==> config.mk <==
export PLATFORM = sky130hd
export DESIGN_NAME = pc_ras_seq
export DESIGN_NICKNAME = d
export VERILOG_FILES = /design/src/rtl/pc_ras_pkg.sv /design/src/rtl/ras_stack.sv /design/src/rtl/pc_ras_seq.sv
export SDC_FILE = /design/constraint.sdc
export NUM_CORES = 1
export LEC_CHECK = 0
export CAP_MARGIN = 20
export CORE_UTILIZATION = 50
export CTS_CLUSTER_DIAMETER = 200
export CTS_CLUSTER_SIZE = 16
export DETAILED_ROUTE_END_ITERATION = 10
export PLACE_DENSITY = 0.76
export SLEW_MARGIN = 20
export SYNTH_ARGS = -nofsm -noshare
export SYNTH_HDL_FRONTEND = slang
export SYNTH_SLANG_ARGS = --single-unit
==> constraint.sdc <==
create_clock -name clk -period 3.6 [get_ports clk]
set_input_delay 0.36 -clock clk [delete_from_list [all_inputs] [get_ports clk]]
set_output_delay 0.36 -clock clk [all_outputs]
set_load 0.02 [all_outputs]
==> src/rtl/pc_ras_pkg.sv <==
// pc_ras_pkg: shared types for the PC sequencer.
//   pc_src_e   - selects where next_pc comes from
//   next_src() - priority decode: rst > stop > ret > call > branch > increment
package pc_ras_pkg;

  typedef enum logic [2:0] {
    SRC_RST,
    SRC_HOLD,
    SRC_RET,
    SRC_CALL,
    SRC_BR,
    SRC_INC
  } pc_src_e;

  function automatic pc_src_e next_src(input logic rst, input logic stop_en,
                                       input logic ret_en, input logic call_en,
                                       input logic branch_en);
    if (rst)            return SRC_RST;
    else if (stop_en)   return SRC_HOLD;
    else if (ret_en)    return SRC_RET;
    else if (call_en)   return SRC_CALL;
    else if (branch_en) return SRC_BR;
    else                return SRC_INC;
  endfunction

endpackage

==> src/rtl/ras_stack.sv <==
// ras_stack: circular return-address stack.
//   clk, rst  clock, synchronous active-high reset
//   push      write din at wp, advance wp; overwrites the oldest entry when full
//   pop       remove top entry; popping while empty only sets unf
//   din       return address to push
//   dout      current top entry (mem[wp-1]); meaningless while cnt == 0
//   cnt       valid entries, 0..DEPTH
//   ovf, unf  sticky overflow / underflow, cleared only by rst
// push and pop are never asserted together by the sequencer; push wins if they are.
module ras_stack #(
  parameter int W     = 8,
  parameter int DEPTH = 4
) (
  input  logic                     clk,
  input  logic                     rst,
  input  logic                     push,
  input  logic                     pop,
  input  logic [W-1:0]             din,
  output logic [W-1:0]             dout,
  output logic [$clog2(DEPTH):0]   cnt,
  output logic                     ovf,
  output logic                     unf
);
  localparam int AW = $clog2(DEPTH);
  localparam logic [AW:0]   CNT_FULL = DEPTH[AW:0];
  localparam logic [AW:0]   CNT_ONE  = 1;
  localparam logic [AW-1:0] WP_ONE   = 1;

  logic [W-1:0]  mem [DEPTH];
  logic [AW-1:0] wp;
  logic [AW-1:0] wp_top;

  // DEPTH is a power of two, so the pointer wraps on its own.
  assign wp_top = wp - WP_ONE;
  assign dout   = mem[wp_top];

  // Storage is deliberately not reset; cnt gates its visibility.
  always_ff @(posedge clk) begin
    if (!rst && push) mem[wp] <= din;
  end

  always_ff @(posedge clk) begin
    if (rst) begin
      wp  <= '0;
      cnt <= '0;
      ovf <= 1'b0;
      unf <= 1'b0;
    end else if (push) begin
      wp <= wp + WP_ONE;
      if (cnt == CNT_FULL) ovf <= 1'b1;
      else                 cnt <= cnt + CNT_ONE;
    end else if (pop) begin
      if (cnt == '0) begin
        unf <= 1'b1;
      end else begin
        wp  <= wp_top;
        cnt <= cnt - CNT_ONE;
      end
    end
  end

endmodule

==> src/rtl/pc_ras_seq.sv <==
// pc_ras_seq: program-counter sequencer with return-address stack.
//   clk, rst      clock, synchronous active-high reset
//   stop_en       hold pc, no stack activity
//   branch_en     jump to branch_pc
//   call_en       jump to branch_pc, push pc+STEP
//   ret_en        jump to popped stack top (pc+STEP when the stack is empty)
//   branch_pc     branch / call target
//   pc            registered current pc
//   next_pc       combinational value loaded into pc at the next edge
//   ras_cnt       valid stack entries
//   ras_ovf/unf   sticky stack overflow / underflow
// STEP and RESET_PC are truncated to PC_W bits (PC_W <= 32).
module pc_ras_seq
  import pc_ras_pkg::*;
#(
  parameter int PC_W      = 8,
  parameter int STEP      = 1,
  parameter int RESET_PC  = 0,
  parameter int RAS_DEPTH = 4
) (
  input  logic                          clk,
  input  logic                          rst,
  input  logic                          stop_en,
  input  logic                          branch_en,
  input  logic                          call_en,
  input  logic                          ret_en,
  input  logic [PC_W-1:0]               branch_pc,
  output logic [PC_W-1:0]               pc,
  output logic [PC_W-1:0]               next_pc,
  output logic [$clog2(RAS_DEPTH):0]    ras_cnt,
  output logic                          ras_ovf,
  output logic                          ras_unf
);
  localparam logic [PC_W-1:0] STEP_V  = STEP[PC_W-1:0];
  localparam logic [PC_W-1:0] RESET_V = RESET_PC[PC_W-1:0];

  pc_src_e         src;
  logic [PC_W-1:0] pc_inc;
  logic [PC_W-1:0] ras_top;
  logic            ras_push;
  logic            ras_pop;

  assign src      = next_src(rst, stop_en, ret_en, call_en, branch_en);
  assign pc_inc   = pc + STEP_V;
  // Only the winning source touches the stack, so a call that loses to
  // ret or stop never pushes.
  assign ras_push = (src == SRC_CALL);
  assign ras_pop  = (src == SRC_RET);

  always_comb begin
    next_pc = pc_inc;
    case (src)
      SRC_RST:  next_pc = RESET_V;
      SRC_HOLD: next_pc = pc;
      // Return on an empty stack falls through to sequential fetch.
      SRC_RET:  next_pc = (ras_cnt == '0) ? pc_inc : ras_top;
      SRC_CALL: next_pc = branch_pc;
      SRC_BR:   next_pc = branch_pc;
      default:  next_pc = pc_inc;
    endcase
  end

  always_ff @(posedge clk) begin
    if (rst) pc <= RESET_V;
    else     pc <= next_pc;
  end

  ras_stack #(.W(PC_W), .DEPTH(RAS_DEPTH)) u_ras (
    .clk  (clk),
    .rst  (rst),
    .push (ras_push),
    .pop  (ras_pop),
    .din  (pc_inc),
    .dout (ras_top),
    .cnt  (ras_cnt),
    .ovf  (ras_ovf),
    .unf  (ras_unf)
  );

endmodule

==> flow_summary.ini, run 1 <==
[status]
outcome = completed

[sta]
final.setup.tns_ns = 0
period_share_pct = 88.4
worst_slack_ns = 0.417
max_freq_ghz = 0.314
fin_crit_ns = 3.18
skew_ns = 0.00516
rsz0062_at_grt = false
final-setup-viol-count = 0
worst_pin_slew_ns = 0.933
relSlewSlack_pct = 37.4
hold_violations = 0
drv_slew = 0
hold_ws_ns = 0.483

[logic_synthesis]
synth_simple_gate_area_share_pct = 13.1
synth_top_area_share_pct = 45.0
syn_area_sq_um = 2140
synth_commonest_cells = edfxtp_1, dfxtp_1, nor2_1, o21ai_1
synth_area_leaders = edfxtp_1, dfxtp_1, mux4_2
netlist_instances = 158
synth_xor_area_share_pct = 3.28
yosys.cell_count.top_type = edfxtp_1
synthAdderAreaFrac_pct = 3.51
muxShareOfSynthArea_pct = 9.37
yosys_warnings = 0
ys_seq_elements = 47
yosysUniqueCellTypes = 36
synth_top_family_by_area = simple AND/OR/NAND/NOR gates
synthFlopType = edfxtp_1
async_reset_ff_share_pct = 0
syn-num-nets = 178
synth.avg_cell_area_sq_um = 13.5
synth-edff-count = 32
synth.yosys.seq_area_share_pct = 59.0
synth_compound_area_share_pct = 8.78
synth_top_area_cell = edfxtp_1

[drt]
postRouteAntennaNets = 0
drcViolationCount = 0
wl_per_cell_um = 19.0
totalWireLength_mm = 4.69
viasPerCell = 5.91
drtIter0Drc = 116
vias = 1460
dr.pass1.iters = 6

[cts]
cts.sink_count = 47
clk_pin_slew_ns = 0.08
cts_resized = 0
cts_max_level = 2
clk_latency_ns = 0.29
postCtsHoldBufs = 0
tritoncts = done
ctsLongestPathBuffers = 2
postCtsSetupBuffers = 0
cts_buffers = 5
root_buffer = clkbuf_8

[power]
power_density_nw_per_um2 = 464
internal-power_uw = 915
switching_share_pct = 25.2
power_mw = 1.22
p_seq_share_pct = 51.2
vdd_drop_max_mv = 0.301
switchingPower_uw = 308
comb_power_share_pct = 18.8
pwr-share-clk_pct = 30.0
p_leak_nw = 0.949

[cells_and_area]
diodes = 0
final-seq-area_sq_um = 1260
syn_to_final_growth_pct = 23.4
fin_area_sq_um = 2640
final_core_util_pct = 65.0
num-fill-cells = 296
drive_gt1_share_pct = 11.7
fin_nets = 216
final_cells = 247
multi_input_area_sq_um = 812

[critical_path]
start_kind = primary input
crit_type = primary input to output pin
worstPathCellList = clkdlybuf4s50_1, nor4b_2, o21ai_1, nand2b_1, nand2_1, clkdlybuf4s50_1
end_kind = output pin
critical_path.slowest_cell = clkdlybuf4s50_1
cp_max_fo = 13
cpLargestDelayFamily = buffers and inverters
r2r_setup_slack_ns = 1.53
crit-reg2reg-launch = u_ras.wp[1]
worst-endpoint-required_ns = 3.24
r2r_cells = 5
path_common_cell = clkdlybuf4s50_1
cp.arrival_ns = 2.82
max_stage_delay_ns = 0.68
crit_buf_inv = 2
rr_endpoint = pc[0]

[floorplan]
die_h_um = 67.4
start_util_pct = 52.7
fp.dieW_um = 67.4
core_sq_um = 4060
die_area_sq_um = 4540
boundaryPins = 35
rows = 23

[global_route]
grt_max_degree = 15
grt_pass1_vias = 1387
grt_overflow = 0
antenna_found_initial = 0
grt_pass1_wl_mm = 7.12
gr-usage-all-layers_pct = 22.8

[hold_path]
hold_depth = 2
hold_path_end = u_ras.ovf
hold_path.class = flip-flop to flip-flop
min_from = u_ras.ovf

[placed_design]
placed_cells = 239
post-place-ws_ns = 0.439
gp_congestion = 0.909
placed_area_sq_um = 2530
dp_hpwl_mm = 3.24
numPortBuffers = 34

[run]
drv_cap = 0
-- power by group through the flow --
stage / clock, mW / sequential (mW) / combinational, mW
5_1_grt: 0.397 / 0.629 / 0.247
4_1_cts: 0.376 / 0.626 / 0.231
6_report: 0.367 / 0.626 / 0.230
2_1_floorplan: 0 / 0.648 / 0.123
3_3_place_gp: 0 / 0.637 / 0.221
3_5_place_dp: 0 / 0.638 / 0.229
-- layout make-up --
class / count / area share (%)
timing repair buffer: 37 / 13.8
clock buffer: 5 / 2.61
sequential: 47 / 47.8
inverter: 8 / 1.14
tap: 50 / 2.37
clock inverter: 3 / 1.47
multi-input combinational: 97 / 30.8
-- per-layer routing --
metal / routed length [um] / global-route usage [%] / up-vias
met2: 2400 / 37.6 / 62
met5: 0 / 0 / -
met4: 76 / 12.8 / 0
met1: 1940 / 27.8 / 712
li1: - / - / 680
met3: 266 / 4.56 / 6
-- worst max-delay path by stage --
stage / slack (ns) / endpoint / start / depth (start not counted)
final: 0.42 / next_pc[2] / ret_en / 6
after global routing: 0.29 / next_pc[2] / ret_en / 6
after CTS: 0.41 / next_pc[0] / u_ras.wp[1] / 6
after detailed placement: 0.44 / next_pc[0] / ret_en / 5
after global placement: 0.49 / next_pc[2] / ret_en / 6
after floorplan: 1.15 / next_pc[1] / u_ras.wp[0] / 7
-- tightest hold or removal path: stages (launching register included) --
cell	delay [ns]
dfxtp_1	0.33
a31oi_1	0.04
nor2_1	0.07
-- flip-flops by register name, summed over array words and instances, names as in the netlist --
register	count
pc	8
u_ras.cnt	3
u_ras.mem	32
u_ras.ovf	1
u_ras.unf	1
u_ras.wp	2
-- cells by family (layout without fill, tap and decap cells) --
kind of cell | after synthesis | count (layout)
adders and majority gates | 6 | 6
buffers and inverters | 14 | 53
AOI/OAI and AO/OA | 26 | 26
xor gates and xnor gates | 8 | 8
DFF | 47 | 47
and+or+nand+nor | 47 | 47
muxes | 10 | 10
-- layout by cell type, fill, tap and decap left out, types with 6 or more instances in the layout --
| cell | instances |
|---|---|
| a222oi_1 | 7 |
| clkdlybuf4s50_1 | 34 |
| dfxtp_1 | 15 |
| edfxtp_1 | 32 |
| ha_1 | 6 |
| inv_1 | 8 |
| mux4_2 | 8 |
| nand2_1 | 8 |
| nor2_1 | 11 |
| o21ai_1 | 9 |
| xnor2_1 | 6 |
Power figures use the tool's default switching activity.
==> run 2, diff against run 1 <==
GPL_ROUTABILITY_DRIVEN = 0   (was unset)
clock period = 4 ns   (was 3.6 ns; I/O delays follow)
==> flow_summary.ini, run 2 (synthesis gave the netlist of run 1 again) <==
[status]
outcome = completed

[sta]
rsz0062_at_grt = false
worst_pin_slew_ns = 0.941
max_freq_ghz = 0.304
final.setup.tns_ns = 0
worst_slack_ns = 0.713
period_share_pct = 82.2
fin_crit_ns = 3.29
hold_ws_ns = 0.497
skew_ns = 0.00422
relSlewSlack_pct = 36.8
final-setup-viol-count = 0
hold_violations = 0
drv_slew = 0

[cells_and_area]
fin_nets = 215
largest_register_ffs = 32
final_cells = 246
regMostFlops = u_ras.mem
diodes = 0
syn_to_final_growth_pct = 21.8
largestRegisters = u_ras.mem (32), pc (8), u_ras.cnt (3)
multi_input_area_sq_um = 812
drive_gt1_share_pct = 10.7
mostFrequentLayoutCells = clkdlybuf4s50_1, edfxtp_1, dfxtp_1
final-seq-area_sq_um = 1260
final_common_cell = clkdlybuf4s50_1
num-fill-cells = 300
final_core_util_pct = 64.1

[critical_path]
path_common_cell = clkdlybuf4s50_1
crit_start = ret_en
r2r_setup_slack_ns = 2.00
crit_type = primary input to output pin
crit-reg2reg-launch = u_ras.wp[1]
critical_path.slowest_cell = clkdlybuf4s50_1
worstPathCellList = clkdlybuf4s50_1, nor4b_2, o21ai_1, nand2b_1, nand2_1, clkdlybuf4s50_1
max_stage_delay_ns = 0.68
start_kind = primary input
end_kind = output pin
cp_max_fo = 13
r2r_cells = 5
rr_endpoint = pc[5]
worst-endpoint-required_ns = 3.60
cp.arrival_ns = 2.89

[placed_design]
post-place-ws_ns = 0.740
dp_hpwl_mm = 3.12
numPortBuffers = 34
placed_cells = 238

[drt]
wl_per_cell_um = 18.1
drtIter0Drc = 205
dr.pass1.iters = 5
postRouteAntennaNets = 0
totalWireLength_mm = 4.45
drcViolationCount = 0
vias = 1485
viasPerCell = 6.04

[power]
vdd_drop_max_mv = 0.199
p_leak_nw = 0.931
power_density_nw_per_um2 = 399

[global_route]
gr-usage-all-layers_pct = 21.5
grt_pass1_vias = 1435
grt_pass1_wl_mm = 6.80
grt_overflow = 0
antenna_found_initial = 0
grt_max_degree = 14

[cts]
cts.sink_count = 47
cts_buffers = 5
tritoncts = done
root_buffer = clkbuf_8
clk_latency_ns = 0.29
postCtsSetupBuffers = 0
cts_resized = 0
cts_max_level = 2
clk_pin_slew_ns = 0.08
ctsLongestPathBuffers = 2
postCtsHoldBufs = 0

[hold_path]
hold_path.class = flip-flop to flip-flop
hold_path_end = u_ras.ovf
min_from = u_ras.ovf
hold_depth = 2

[floorplan]
boundaryPins = 35
fp.dieW_um = 67.4
core_sq_um = 4060
start_util_pct = 52.7
die_h_um = 67.4
die_area_sq_um = 4540
rows = 23

[run]
drv_cap = 0
[run 2: how the worst max path moves through the flow]
stage / depth (start not counted) / slack (ns) / endpoint
after floorplan: 7 / 1.51 / next_pc[1]
after global placement: 6 / 0.82 / next_pc[2]
after detailed placement: 6 / 0.74 / next_pc[2]
after CTS: 6 / 0.73 / next_pc[2]
after global routing: 6 / 0.61 / next_pc[3]
final: 6 / 0.71 / next_pc[2]
[run 2: layout make-up]
type / instances / share of cell area (%)
Clock buffer: 7 / 2.93
Clock inverter: 1 / 0.192
Inverter: 8 / 1.15
Multi-Input combinational cell: 97 / 31.2
Sequential cell: 47 / 48.5
Tap cell: 50 / 2.40
Timing Repair Buffer: 36 / 13.7
[run 2: critical path, delay by kind of cell]
kind                   cells  cell delay [ns]
buffers and inverters      2             1.28
AND/OR/NAND/NOR            3             0.79
AO/OA/AOI/OAI              1             0.41
[run 2: layer usage]
layer / part of all wire (%) / routed length (um) / up-vias / global-route usage [%]
li1: - / - / 678 / -
met1: 41 / 1840 / 740 / 25.4
met3: 5.3 / 237 / 7 / 4.05
met5: 0 / 0 / - / 0
met4: 1.3 / 60 / 0 / 9.31
met2: 52 / 2310 / 60 / 38.0
[run 2: power by group]
group          internal (mW)  total, mW  switching [mW]
registers              0.542      0.563          0.0209
clock network          0.123      0.271           0.148
logic                 0.0985      0.206           0.107
total                  0.763       1.04           0.276
[run 2: through the flow]
| stage | power (mW) | instance area [sq um] |
|---|---|---|
| 6_report | 1.04 | 2600 |
| 5_1_grt | 1.08 | 2600 |
| 4_1_cts | 1.04 | 2600 |
| 3_5_place_dp | 0.779 | 2520 |
| 3_3_place_gp | 0.771 | 2520 |
| 2_1_floorplan | 0.694 | 2140 |
==> run 3, diff against run 2 <==
clock period = 3.3 ns   (was 4 ns; I/O delays follow)
==> flow_summary.ini, run 3 (synthesis gave the netlist of run 1 again) <==
[sta]
final-setup-viol-count = 0
hold_violations = 0
fin_crit_ns = 3.06
relSlewSlack_pct = 41.1
period_share_pct = 92.7
rsz0062_at_grt = false
max_freq_ghz = 0.327
final.setup.tns_ns = 0
worst_pin_slew_ns = 0.878
drv_slew = 0
hold_ws_ns = 0.484
worst_slack_ns = 0.241
skew_ns = 0.00871

[critical_path]
crit_cells = 6
r2r_setup_slack_ns = 1.34
r2r_cells = 5
crit_type = flip-flop to output pin
worstPathCellList = inv_1, ha_1, mux4_2, a222oi_1, o21ai_1, clkdlybuf4s50_1
crit_buf_inv = 2
worst-endpoint-required_ns = 2.97
max_stage_delay_ns = 0.58
cp.arrival_ns = 2.73
end_kind = output pin
critical_path.slowest_cell = clkdlybuf4s50_1
cp_max_fo = 10
start_kind = flip-flop
cpLargestDelayFamily = buffers and inverters

[drt]
dr.pass1.iters = 4
postRouteAntennaNets = 0
wl_per_cell_um = 18.0
totalWireLength_mm = 4.46
drcViolationCount = 0
viasPerCell = 5.86
vias = 1454
drtIter0Drc = 117

[cells_and_area]
diodes = 0
syn_to_final_growth_pct = 23.0
final_common_cell = clkdlybuf4s50_1
final_core_util_pct = 64.8
drive_gt1_share_pct = 12.1
num-fill-cells = 303
largest_register_ffs = 32
fin_nets = 217
mostFrequentLayoutCells = clkdlybuf4s50_1, edfxtp_1, dfxtp_1
final_cells = 248
regMostFlops = u_ras.mem
largestRegisters = u_ras.mem (32), pc (8), u_ras.cnt (3)
fin_area_sq_um = 2630

[cts]
cts.sink_count = 47
root_buffer = clkbuf_8
ctsLongestPathBuffers = 2
tritoncts = done
clk_pin_slew_ns = 0.08
postCtsHoldBufs = 0
cts_buffers = 5
cts_resized = 0
cts_max_level = 2
clk_latency_ns = 0.29
postCtsSetupBuffers = 0

[floorplan]
fp.dieW_um = 67.4
start_util_pct = 52.7
die_area_sq_um = 4540
core_sq_um = 4060
boundaryPins = 35
die_h_um = 67.4
rows = 23

[global_route]
grt_pass1_wl_mm = 6.76
gr-usage-all-layers_pct = 21.5
antenna_found_initial = 0
grt_overflow = 0
grt_max_degree = 15
grt_pass1_vias = 1422

[placed_design]
post-place-ws_ns = 0.365
numPortBuffers = 34
dp_hpwl_mm = 3.14
placed_cells = 240
placed_area_sq_um = 2540

[power]
power_density_nw_per_um2 = 487
p_leak_nw = 0.947
vdd_drop_max_mv = 0.265
power_mw = 1.28

[hold_path]
hold_path.class = flip-flop to flip-flop
hold_depth = 2

[status]
outcome = completed

[run]
drv_cap = 0
## run 3: path summary, 6_finish.rpt
| kind | from | to |
|---|---|---|
| setup / recovery | u_ras.wp[1] | next_pc[1] |
| hold / removal | u_ras.unf | u_ras.unf |
| hold reg to reg | u_ras.unf | u_ras.unf |
| setup reg to reg | u_ras.wp[1] | pc[1] |
## run 3: cell type report
class	instances	area [sq um]	share of cell area (%)
multi-input combinational	97	812	30.9
timing repair buffer	38	370	14.1
tap	50	62.6	2.38
clock inverter	1	5.00	0.190
clock buffer	7	86.3	3.29
inverter	8	30.0	1.14
sequential	47	1260	48.0
## run 3: worst reg2reg max path, cell delays in order, from the launching register on
cell	delay (ns)
dfxtp_1	0.39
inv_1	0.08
ha_1	0.56
mux4_2	0.38
a222oi_1	0.31
o21ai_1	0.11
## run 3: metal layers
metal	up-vias	share of wire, %	track usage (%)
met5	-	0	0
met3	4	3.8	6.42
met1	733	44	27.9
met4	0	1.1	9.84
li1	677	-	-
met2	40	51	33.1
## run 3: power breakdown
group	switching (mW)	internal [mW]	total, mW
clock	0.181	0.169	0.350
combinational	0.129	0.120	0.250
sequential	0.0244	0.657	0.681
total	0.334	0.947	1.28
